===== config.mk =====
export PLATFORM = sky130hd
export DESIGN_NAME = boot_word_packer
export DESIGN_NICKNAME = d
export VERILOG_FILES = /design/src/rtl/boot_pkg.sv /design/src/rtl/boot_wr_fifo.sv /design/src/rtl/boot_word_packer.sv
export SDC_FILE = /design/constraint.sdc
export NUM_CORES = 1
export LEC_CHECK = 0
export CAP_MARGIN = 15
export CORE_MARGIN = 2
export CORE_UTILIZATION = 45
export DETAILED_ROUTE_END_ITERATION = 8
export PLACE_DENSITY = 0.79
export SYNTH_ARGS = -nofsm -noshare
export SYNTH_HDL_FRONTEND = slang
export SYNTH_SLANG_ARGS = --single-unit

===== constraint.sdc =====
create_clock -name clk_i -period 1.9 [get_ports clk_i]
set_input_delay 0.285 -clock clk_i [delete_from_list [all_inputs] [get_ports clk_i]]
set_output_delay 0.285 -clock clk_i [all_outputs]
set_load 0.01 [all_outputs]

===== src/rtl/boot_pkg.sv =====
// ---------------------------------------------------------------------------
// boot_pkg
// Shared types and constants for the UART boot-load word packer.
//   boot_state_e  : loader state machine encoding
//   boot_err_e    : sticky error code reported on err_code_o
//   SYNC_BYTE_DEF : default data-frame start marker
//   GO_BYTE_DEF   : default release-core command byte
// ---------------------------------------------------------------------------
package boot_pkg;

    typedef enum logic [2:0] {
        ST_IDLE,
        ST_LEN,
        ST_DATA,
        ST_CSUM,
        ST_ERR,
        ST_DRAIN,
        ST_DONE
    } boot_state_e;

    typedef enum logic [1:0] {
        ERR_NONE     = 2'd0,
        ERR_CSUM     = 2'd1,
        ERR_OVERFLOW = 2'd2,
        ERR_BAD_BYTE = 2'd3
    } boot_err_e;

    localparam logic [7:0] SYNC_BYTE_DEF = 8'hA5;
    localparam logic [7:0] GO_BYTE_DEF   = 8'h5A;

endpackage


===== src/rtl/boot_wr_fifo.sv =====
// ---------------------------------------------------------------------------
// boot_wr_fifo
// Two-entry FIFO buffering packed {address, data} words in front of the
// ICCM write port. The head entry lives in its own register so the write
// port is driven straight from flops.
// Ports:
//   clk_i, rst_ni : clock, synchronous active-low reset
//   push_i        : write push_data_i into the FIFO
//   push_data_i   : W-bit payload
//   pop_i         : head entry consumed this cycle (caller gates with valid)
//   head_data_o   : current head payload (RESET_HEAD after reset)
//   head_valid_o  : head entry present
//   full_o        : both entries occupied
//   empty_o       : no entries occupied
// A push while full is dropped unless a pop happens in the same cycle.
// ---------------------------------------------------------------------------
module boot_wr_fifo #(
    parameter int             W          = 44,
    parameter logic [W-1:0]   RESET_HEAD = '0
) (
    input  logic         clk_i,
    input  logic         rst_ni,
    input  logic         push_i,
    input  logic [W-1:0] push_data_i,
    input  logic         pop_i,
    output logic [W-1:0] head_data_o,
    output logic         head_valid_o,
    output logic         full_o,
    output logic         empty_o
);

    logic [W-1:0] head_data_q;
    logic [W-1:0] tail_data_q;
    logic         head_valid_q;
    logic         tail_valid_q;

    // Occupancy is tracked as head/tail valid bits. Data always moves from
    // tail to head on a pop, so the head register is the only one the write
    // port ever sees. A push that meets a full FIFO with no pop is dropped;
    // the top level flags that case as an overflow.
    always_ff @(posedge clk_i) begin
        if (!rst_ni) begin
            head_data_q  <= RESET_HEAD;
            tail_data_q  <= '0;
            head_valid_q <= 1'b0;
            tail_valid_q <= 1'b0;
        end else begin
            case ({head_valid_q, tail_valid_q})
                2'b00: begin
                    if (push_i) begin
                        head_data_q  <= push_data_i;
                        head_valid_q <= 1'b1;
                    end
                end
                2'b10: begin
                    if (push_i && pop_i) begin
                        head_data_q <= push_data_i;
                    end else if (push_i) begin
                        tail_data_q  <= push_data_i;
                        tail_valid_q <= 1'b1;
                    end else if (pop_i) begin
                        head_valid_q <= 1'b0;
                    end
                end
                2'b11: begin
                    if (pop_i) begin
                        head_data_q <= tail_data_q;
                        if (push_i) begin
                            tail_data_q <= push_data_i;
                        end else begin
                            tail_valid_q <= 1'b0;
                        end
                    end
                end
                default: begin
                    head_valid_q <= 1'b0;
                    tail_valid_q <= 1'b0;
                end
            endcase
        end
    end

    assign head_data_o  = head_data_q;
    assign head_valid_o = head_valid_q;
    assign full_o       = tail_valid_q;
    assign empty_o      = !head_valid_q;

endmodule


===== src/rtl/boot_word_packer.sv =====
// ---------------------------------------------------------------------------
// boot_word_packer
// UART boot-load stage. Parses the framed byte stream from the UART
// receiver, packs little-endian bytes into 32-bit words and writes them to
// the ICCM through a valid/ready port buffered by a 2-entry FIFO. Holds the
// core in reset until the host sends the GO byte and all writes drained.
// Frame: SyncByte, CNT (words, 0 = 256), 4*CNT data bytes LSB first,
// and a trailing checksum byte when BOOT_WORD_PACKER_CSUM_EN is defined.
// Ports:
//   clk_i, rst_ni          : clock, synchronous active-low reset
//   rx_dv_i, rx_byte_i     : received byte strobe and value
//   wr_valid_o, wr_ready_i : ICCM word write handshake
//   wr_addr_o, wr_data_o   : word address / data of the write at the head
//   boot_hold_o            : 1 keeps the core in reset
//   done_o                 : GO accepted and all writes drained
//   err_o, err_code_o      : sticky frame error and its cause
// Build option: define BOOT_WORD_PACKER_CSUM_EN to expect and check the
// per-frame checksum byte.
// ---------------------------------------------------------------------------
module boot_word_packer
    import boot_pkg::*;
#(
    parameter int               AddrW    = 12,
    parameter logic [AddrW-1:0] BaseAddr = '0,
    parameter logic [7:0]       SyncByte = SYNC_BYTE_DEF,
    parameter logic [7:0]       GoByte   = GO_BYTE_DEF
) (
    input  logic             clk_i,
    input  logic             rst_ni,
    input  logic             rx_dv_i,
    input  logic [7:0]       rx_byte_i,
    output logic             wr_valid_o,
    input  logic             wr_ready_i,
    output logic [AddrW-1:0] wr_addr_o,
    output logic [31:0]      wr_data_o,
    output logic             boot_hold_o,
    output logic             done_o,
    output logic             err_o,
    output logic [1:0]       err_code_o
);

    boot_state_e      state_q, state_d;
    logic [AddrW-1:0] next_addr_q;
    logic [AddrW-1:0] frame_start_q;
    logic [8:0]       words_left_q;
    logic [1:0]       byte_idx_q;
    logic [23:0]      shift_q;
    logic             err_q;
    boot_err_e        err_code_q;
    logic             done_q;
    logic             hold_q;

    logic             push;
    logic             pop;
    logic             overflow;
    logic             word_done;
    logic             last_word;
    logic             fifo_full;
    logic             fifo_empty;
    logic             fifo_valid;
    logic [AddrW+31:0] fifo_head;

`ifdef BOOT_WORD_PACKER_CSUM_EN
    logic [7:0]       sum_q;
    logic [7:0]       csum_total;

    assign csum_total = sum_q + rx_byte_i;
`endif

    assign word_done = (byte_idx_q == 2'd3);
    assign last_word = (words_left_q == 9'd1);
    assign pop       = fifo_valid && wr_ready_i;
    assign overflow  = push && fifo_full && !pop;

    boot_wr_fifo #(
        .W          (AddrW + 32),
        .RESET_HEAD ({BaseAddr, 32'h0})
    ) u_fifo (
        .clk_i        (clk_i),
        .rst_ni       (rst_ni),
        .push_i       (push),
        .push_data_i  ({next_addr_q, rx_byte_i, shift_q}),
        .pop_i        (pop),
        .head_data_o  (fifo_head),
        .head_valid_o (fifo_valid),
        .full_o       (fifo_full),
        .empty_o      (fifo_empty)
    );

    // State register for the frame parser.
    always_ff @(posedge clk_i) begin
        if (!rst_ni) begin
            state_q <= ST_IDLE;
        end else begin
            state_q <= state_d;
        end
    end

    // Next-state logic and the FIFO push strobe. Byte-consuming states only
    // move on rx_dv_i. The fourth byte of each word pushes the packed word;
    // a push that overflows the FIFO overrides whatever the parser wanted.
    always_comb begin
        state_d = state_q;
        push    = 1'b0;
        case (state_q)
            ST_IDLE: begin
                if (rx_dv_i) begin
                    if (rx_byte_i == SyncByte) begin
                        state_d = ST_LEN;
                    end else if (rx_byte_i == GoByte) begin
                        state_d = ST_DRAIN;
                    end else begin
                        state_d = ST_ERR;
                    end
                end
            end
            ST_LEN: begin
                if (rx_dv_i) begin
                    state_d = ST_DATA;
                end
            end
            ST_DATA: begin
                if (rx_dv_i && word_done) begin
                    push = 1'b1;
                    if (last_word) begin
`ifdef BOOT_WORD_PACKER_CSUM_EN
                        state_d = ST_CSUM;
`else
                        state_d = ST_IDLE;
`endif
                    end
                end
            end
`ifdef BOOT_WORD_PACKER_CSUM_EN
            ST_CSUM: begin
                if (rx_dv_i) begin
                    state_d = (csum_total == 8'd0) ? ST_IDLE : ST_ERR;
                end
            end
`endif
            ST_ERR: begin
                if (rx_dv_i && (rx_byte_i == SyncByte)) begin
                    state_d = ST_LEN;
                end
            end
            ST_DRAIN: begin
                if (fifo_empty && !wr_valid_o) begin
                    state_d = ST_DONE;
                end
            end
            ST_DONE: begin
                state_d = ST_DONE;
            end
            default: begin
                state_d = ST_IDLE;
            end
        endcase
        if (overflow) begin
            state_d = ST_ERR;
        end
    end

    // Datapath: address bookkeeping, byte packing, word counting and the
    // sticky error/status flags. A resync from ERR rewinds the address to
    // the start of the failed frame so the retransmit overwrites it.
    always_ff @(posedge clk_i) begin
        if (!rst_ni) begin
            next_addr_q   <= BaseAddr;
            frame_start_q <= BaseAddr;
            words_left_q  <= '0;
            byte_idx_q    <= '0;
            shift_q       <= '0;
            err_q         <= 1'b0;
            err_code_q    <= ERR_NONE;
            done_q        <= 1'b0;
            hold_q        <= 1'b1;
        end else begin
            case (state_q)
                ST_IDLE: begin
                    if (rx_dv_i) begin
                        if (rx_byte_i == SyncByte) begin
                            frame_start_q <= next_addr_q;
                        end else if (rx_byte_i != GoByte) begin
                            err_q      <= 1'b1;
                            err_code_q <= ERR_BAD_BYTE;
                        end
                    end
                end
                ST_LEN: begin
                    if (rx_dv_i) begin
                        words_left_q <= {rx_byte_i == 8'd0, rx_byte_i};
                        byte_idx_q   <= '0;
                    end
                end
                ST_DATA: begin
                    if (rx_dv_i) begin
                        shift_q    <= {rx_byte_i, shift_q[23:8]};
                        byte_idx_q <= byte_idx_q + 2'd1;
                        if (word_done) begin
                            next_addr_q  <= next_addr_q + 1'b1;
                            words_left_q <= words_left_q - 9'd1;
`ifndef BOOT_WORD_PACKER_CSUM_EN
                            if (last_word) begin
                                err_q      <= 1'b0;
                                err_code_q <= ERR_NONE;
                            end
`endif
                        end
                    end
                end
`ifdef BOOT_WORD_PACKER_CSUM_EN
                ST_CSUM: begin
                    if (rx_dv_i) begin
                        if (csum_total == 8'd0) begin
                            err_q      <= 1'b0;
                            err_code_q <= ERR_NONE;
                        end else begin
                            err_q      <= 1'b1;
                            err_code_q <= ERR_CSUM;
                        end
                    end
                end
`endif
                ST_ERR: begin
                    if (rx_dv_i && (rx_byte_i == SyncByte)) begin
                        next_addr_q <= frame_start_q;
                    end
                end
                default: begin
                end
            endcase
            if (overflow) begin
                err_q      <= 1'b1;
                err_code_q <= ERR_OVERFLOW;
            end
            if (state_d == ST_DONE) begin
                done_q <= 1'b1;
                hold_q <= 1'b0;
            end
        end
    end

`ifdef BOOT_WORD_PACKER_CSUM_EN
    // Running frame checksum: seeded with CNT, then every data byte added
    // modulo 256. The checksum byte must bring the total to zero.
    always_ff @(posedge clk_i) begin
        if (!rst_ni) begin
            sum_q <= '0;
        end else if (rx_dv_i) begin
            if (state_q == ST_LEN) begin
                sum_q <= rx_byte_i;
            end else if (state_q == ST_DATA) begin
                sum_q <= sum_q + rx_byte_i;
            end
        end
    end
`endif

    assign wr_valid_o  = fifo_valid;
    assign wr_addr_o   = fifo_head[AddrW+31:32];
    assign wr_data_o   = fifo_head[31:0];
    assign boot_hold_o = hold_q;
    assign done_o      = done_q;
    assign err_o       = err_q;
    assign err_code_o  = err_code_q;

endmodule


# Yosys cells after proc, flatten, opt, wreduce, memory -nomap -nowiden
# Index checks and enable logic that the tools add are counted.
# op_classes
addsub	3
eq_ne	35
muxes	56
n_bitwise	3
n_reduce_logical	28
# ops
cell	count
2-to-1 mux 44 bit	6
one-hot mux 44 bit (3 select lines)	1
one-hot mux 44 bit (2 select lines)	1
2-to-1 mux 12 bit	3
inequality test 2 bit, second input constant	15
2-to-1 mux 9 bit	3
2-to-1 mux 3 bit	8
one-hot mux 12 bit (2 select lines)	1
2-to-1 mux 2 bit	9
inequality test 3 bit, second input constant	6
one-hot mux 3 bit (6 select lines)	1
one-hot mux 9 bit (2 select lines)	1
2-to-1 mux 1 bit	17
AND reduction 7 bit	2
adder 12 x 1 -> 12 bit, second input constant	1
equality test 3 bit, second input constant	4
AND reduction 4 bit	3
AND reduction 5 bit	2
equality test 9 x 1 -> 1 bit, second input constant	1
AND reduction 3 bit	3
subtractor 9 x 1 -> 9 bit, second input constant	1
equality test 8 x 7 -> 1 bit, second input constant	1
equality test 8 bit, second input constant	1
zero test 8 bit	1
18 further kinds	33
# word_totals
ff_bits	157
in_bits	12
wordCells	140

# Longest topological paths before layout
# logic_depth
depth_word	8
depth_mapped	8
depth_no_buf	6

# Modules after synthesis
# Synthesis repeated with hierarchy kept, for this count alone.
# unflattened
cells_unflattened	821
area_unflattened_um2	7327.0
# modules_own_cells
mod	instances	cells_each	area_per_inst_um2	seq_area_each_um2
boot_wr_fifo	1	413	3962.6	1801.7
boot_word_packer	1	408	3364.5	1321.3

# Least setup slack after synthesis
# No wires, ideal clock.
# synth_timing
path_type	register -> register
start	register state_q[1]
end	register next_addr_q[0]
arrival_time_ps	1646
t_required_ps	1778
setup_slack_ps	132
path_stages_with_launch	7
path_buffers	2
period_less_slack_ps	1768
cell_sequence	dfxtp_1 buf_2 or3b_1 buf_2 nor2_2 nor2_1 a311o_1
# synth_between
elab_chain_cells	3
elab_cells_between_ends	8
cone_classes	eq/ne (5); mux (1); reduce/logical (2)
# synth_lines
element	line	text
start, declared	boot_word_packer.sv:42	boot_state_e state_q, state_d;
start signal, assigned	boot_word_packer.sv:95	state_q <= state_d;
equality test 3 bit / equality test 3 x 2 -> 1 bit (equally long branches)	boot_word_packer.sv:178	case (state_q)
inequality test 2 bit (no line) / nonzero test 2 bit (equally long branches)	-	
AND reduction 4 bit (no line)	-	
end signal, assigned	boot_word_packer.sv:168	next_addr_q <= BaseAddr;
end signal, assigned	boot_word_packer.sv:200	next_addr_q <= next_addr_q + 1'b1;
end signal, assigned	boot_word_packer.sv:226	next_addr_q <= frame_start_q;
end, declared	boot_word_packer.sv:43	logic [AddrW-1:0] next_addr_q;
# Several ways; a longest one is shown, not always the timed one.
# A chain may end at the register's enable or synchronous reset.

# Worst setup path after layout
# layout_timing
start	register state_q[2]
end	register u_fifo.head_data_q[17] (netlist: u_fifo.head_data_o[17])
# layout_between
elab_chain_cells	5
elab_cells_between_ends	6
cone_classes	eq/ne (3); mux (1); reduce/logical (2)
# layout_lines
element	line	text
equality test 3 x 2 -> 1 bit (*)	boot_word_packer.sv:105	case (state_q)
2-to-1 mux 1 bit (*)	boot_word_packer.sv:105	
logical AND 1 bit	boot_wr_fifo.sv:56	if (push_i && pop_i) begin
inequality test 2 x 1 -> 1 bit (no line)	-	
AND reduction 4 bit (no line) (*)	-	
end signal, assigned	boot_wr_fifo.sv:51	head_data_q <= push_data_i;
end signal, assigned	boot_wr_fifo.sv:57	head_data_q <= push_data_i;
end signal, assigned	boot_wr_fifo.sv:67	head_data_q <= tail_data_q;
end, declared	boot_wr_fifo.sv:32	logic [W-1:0] head_data_q;
# Mark *: on every way between the ends. The rest lies on a longest branch, timed or not.

==> run_results.csv <==
group,metric,value,unit
floorplan,die_h,129,um
yosys,postSynthCellCount,814,
critical_path,crit_chain,"or3b_1 > o21ai_4 > buf_4 > buf_12 > nand3_1 > o211a_1",
sta,setup_violations,0,
placed_design,hpwl,11300,um
clock_tree,h-tree-depth,4,
power,p_leak,3.89,nW
layout,drive_gt1_frac,0.130,
critical_path,crit_family,"simple AND/OR/NAND/NOR gates",
detailed_routing,antenna_left,0,
global_route,grt_first_pass_wirelength,29300,um
yosys,synth_area,7020,sq um
yosys,ys_warn_count,0,
global_route,grt_max_degree,45,
floorplan,num_io_pins,62,
hold_path,hold-path-cell-count,3,
clock_tree,clockBufferDepth,2,
layout,design_area,8780,sq um
clock_tree,cts_inserted_buffers,17,
yosys,yosysUniqueCellTypes,65,
yosys,synth_top_area_frac,0.445,
critical_path,reg2reg_from,"state_q[2]",
critical_path,path_max_fanout,23,
yosys,synth_edf_count,0,
clock_tree,cts_sinks,156,
detailed_routing,wl_per_cell,16.3,um
global_route,gr-usage-all-layers,0.219,
placed_design,placedInstanceArea,8160,sq um
sta,hold_viol,0,
floorplan,num_rows,45,
sta,tightest_slew,541,ps
sta,maxSlewHeadroom,0.634,
yosys,synth.avg_cell_area,8.63,sq um
sta,maxSlewViolCount,0,
hold_path,holdPathEnd,"frame_start_q[5]",
layout,n_antenna_cell,0,
hold_path,hp-class,"primary input to register",
critical_path,required,2220,ps
detailed_routing,wl,17700,um
sta,finalCritPeriodShare,0.961,
detailed_routing,drt-initial-drc-count,711,
critical_path,slowest_delay,500,ps
sta,clock.fmax,548,MHz
critical_path,critPathSlowestCell,"or3b_1",
global_route,grt_overflow_total,0,
critical_path,reg2reg_to,"u_fifo.head_data_o[17]",
floorplan,core,15200,sq um
clock_tree,cts_tree,"done",
layout,layout.cells.non_filler,1088,
yosys,yosys.area.top_type,"dfxtp_1",
run,max_cap_viol_count,0,
critical_path,end_kind,"register",
critical_path,crit_type,"register to register",
critical_path,cp_data_arrival_time,2150,ps
hold_path,hp-start,"rst_ni",
yosys,synth_area_leaders,"dfxtp_1 (44%), nand2_1 (8.6%), mux2i_1 (8.3%), a21oi_1 (6.8%), o211a_1 (6.4%)",
sta,fin_hold_ws,286,ps
layout,final_nets,903,
run_status,outcome,"finished clean",
placed_design,gp_congestion,0.866,
floorplan,dieWidth,129,um
yosys,ys_ff_latch,156,
critical_path,r2r_slack,70,ps
floorplan,dieArea,16600,sq um
detailed_routing,viasPerCell,5.79,
global_route,grt_pass1_vias,5819,
yosys,synth_flop_cell,"dfxtp_1",
sta,setup_ws,74.8,ps
layout,finalCoreUtilization,0.577,
sta,rsz0062_at_grt,"no",
yosys,seq_area_frac_synth,0.445,
yosys,syn_nets,830,
layout,fillers,1292,
floorplan,start_util,0.462,
global_route,antenna_found_initial,0,
placed_design,post-place-cells,1054,
placed_design,pre_cts_slack,-327,ps
critical_path,critical_path.startpoint_type,"register",
placed_design,port_buffers,61,
clock_tree,cts-root-buf,"clkbuf_16",
yosys,synth_async_sr_flop_share,0,
clock_tree,hold_buffers,0,
critical_path,rr_worst_depth,6,
detailed_routing,num_vias,6304,
power,vdd_ir_drop_max,0.000748,V
layout,area_growth,25.0,%
critical_path,critPathBufInv,2,
sta,period_needed,1830,ps
detailed_routing,drt-pass1-iter-count,5,
clock_tree,cts.clk_slew.worst_paths,60,ps
power,pwr_density_cell,790,nW/um^2
clock_tree,clk_latency,420,ps
sta,finalClockSkew,7.64,ps
detailed_routing,drc_errors,0,
-- flip-flops by register name (all words and copies together), names as in the netlist, 2 cells and up --
register and cells:
u_fifo.head_data_o 44, u_fifo.tail_data_q 44, shift_q 24, frame_start_q 12
next_addr_q 12, words_left_q 9, state_q 3, byte_idx_q 2
err_code_o 2
-- cell type report --
cell class / count / area, sq um / area share
clock inverter: 12 / 140 / 0.0160
multi-input combinational: 576 / 3530 / 0.402
tap: 188 / 235 / 0.0268
timing repair buffer: 128 / 1260 / 0.143
clock buffer: 20 / 457 / 0.0520
inverter: 8 / 30.0 / 0.00342
sequential: 156 / 3120 / 0.356
-- power breakdown --
group / internal (mW) / switching (mW) / total, mW
sequential: 3.28 / 0.00755 / 3.28
clock: 2.01 / 1.39 / 3.40
combinational: 0.105 / 0.141 / 0.246
-- worst register-to-register path: cells and delay by family, from the launching register on --
kind,cells,cell delay [ps]
flip-flops,1,380
AND/OR/NAND/NOR,2,640
buffers and inverters,2,320
AO/OA/AOI/OAI,2,390
-- cell families after synthesis --
kind of cell	after synthesis	share of synthesized area
flip-flops	156	0.445
AND/OR/NAND/NOR	313	0.211
adder cells (fa/ha/maj)	5	0.00855
multiplexers	58	0.0827
XOR/XNOR	1	0.00125
buffers and inverters	82	0.0542
AO/OA/AOI/OAI	199	0.198
-- cells in the final DEF (no fill, tap or decap), types with 6 or more instances in the layout --
cell,count
nand3_1,48
inv_1,7
nor2b_1,7
clkdlybuf4s50_1,60
nor2_1,36
dfxtp_1,155
o21ai_0,11
a31oi_1,7
a21oi_1,95
nand4_1,8
buf_12,12
mux2i_1,58
clkbuf_16,17
nor3_1,6
nand2_1,160
buf_4,55
o211a_1,45
-- per-layer routing --
metal  track usage  vias up  wire length [um]
li1              -     3041                 -
met5             0        -                 0
met3        0.0445       29               968
met2         0.352      210              8380
met1         0.297     3024              8130
met4        0.0697        0               278
-- per-stage QoR --
stage,TNS (ps),power (mW)
final,0,6.93
after global routing,0,7.12
after CTS,0,6.96
after detailed placement,-9330,3.60
after global placement,-9030,3.59
after floorplan,0,3.47
-- how the worst max path moves through the flow --
| stage | startpoint | endpoint | depth (start not counted) |
|---|---|---|---|
| detailed placement | rx_byte_i[1] | frame_start_q[11] | 6 |
| finish | state_q[2] | u_fifo.head_data_o[17] | 6 |
| floorplan | state_q[1] | next_addr_q[0] | 6 |
| global placement | rx_byte_i[1] | state_q[2] | 6 |
| CTS | u_fifo.head_valid_o | wr_valid_o | 1 |
| global route | state_q[2] | u_fifo.head_data_o[17] | 6 |
-- synthesized netlist by cell type (4+ instances only) --
library cell and n:
nand2_1 161, dfxtp_1 156, a21oi_1 95, mux2i_1 58, nand3_1 48, o211a_1 45
clkbuf_1 44, nor2_1 36, buf_2 22, o21ai_0 11, nand4_1 8, a31oi_1 7
inv_1 7, nor2b_1 7, nor3_1 6, and3_1 5, and4_1 5, buf_6 5
nor3b_1 5, o221a_2 5, o32ai_1 5, a21o_1 4, and2_1 4, ha_1 4
nand2b_1 4, o22a_1 4
-- timing repair --
action	4_1_cts	5_1_grt
endpoints found under the hold margin	0	0
setup buffers	0	2
endpoints found under the setup margin	0	14
resized for setup	0	2
No activity file was read; power rests on OpenSTA's default activity.
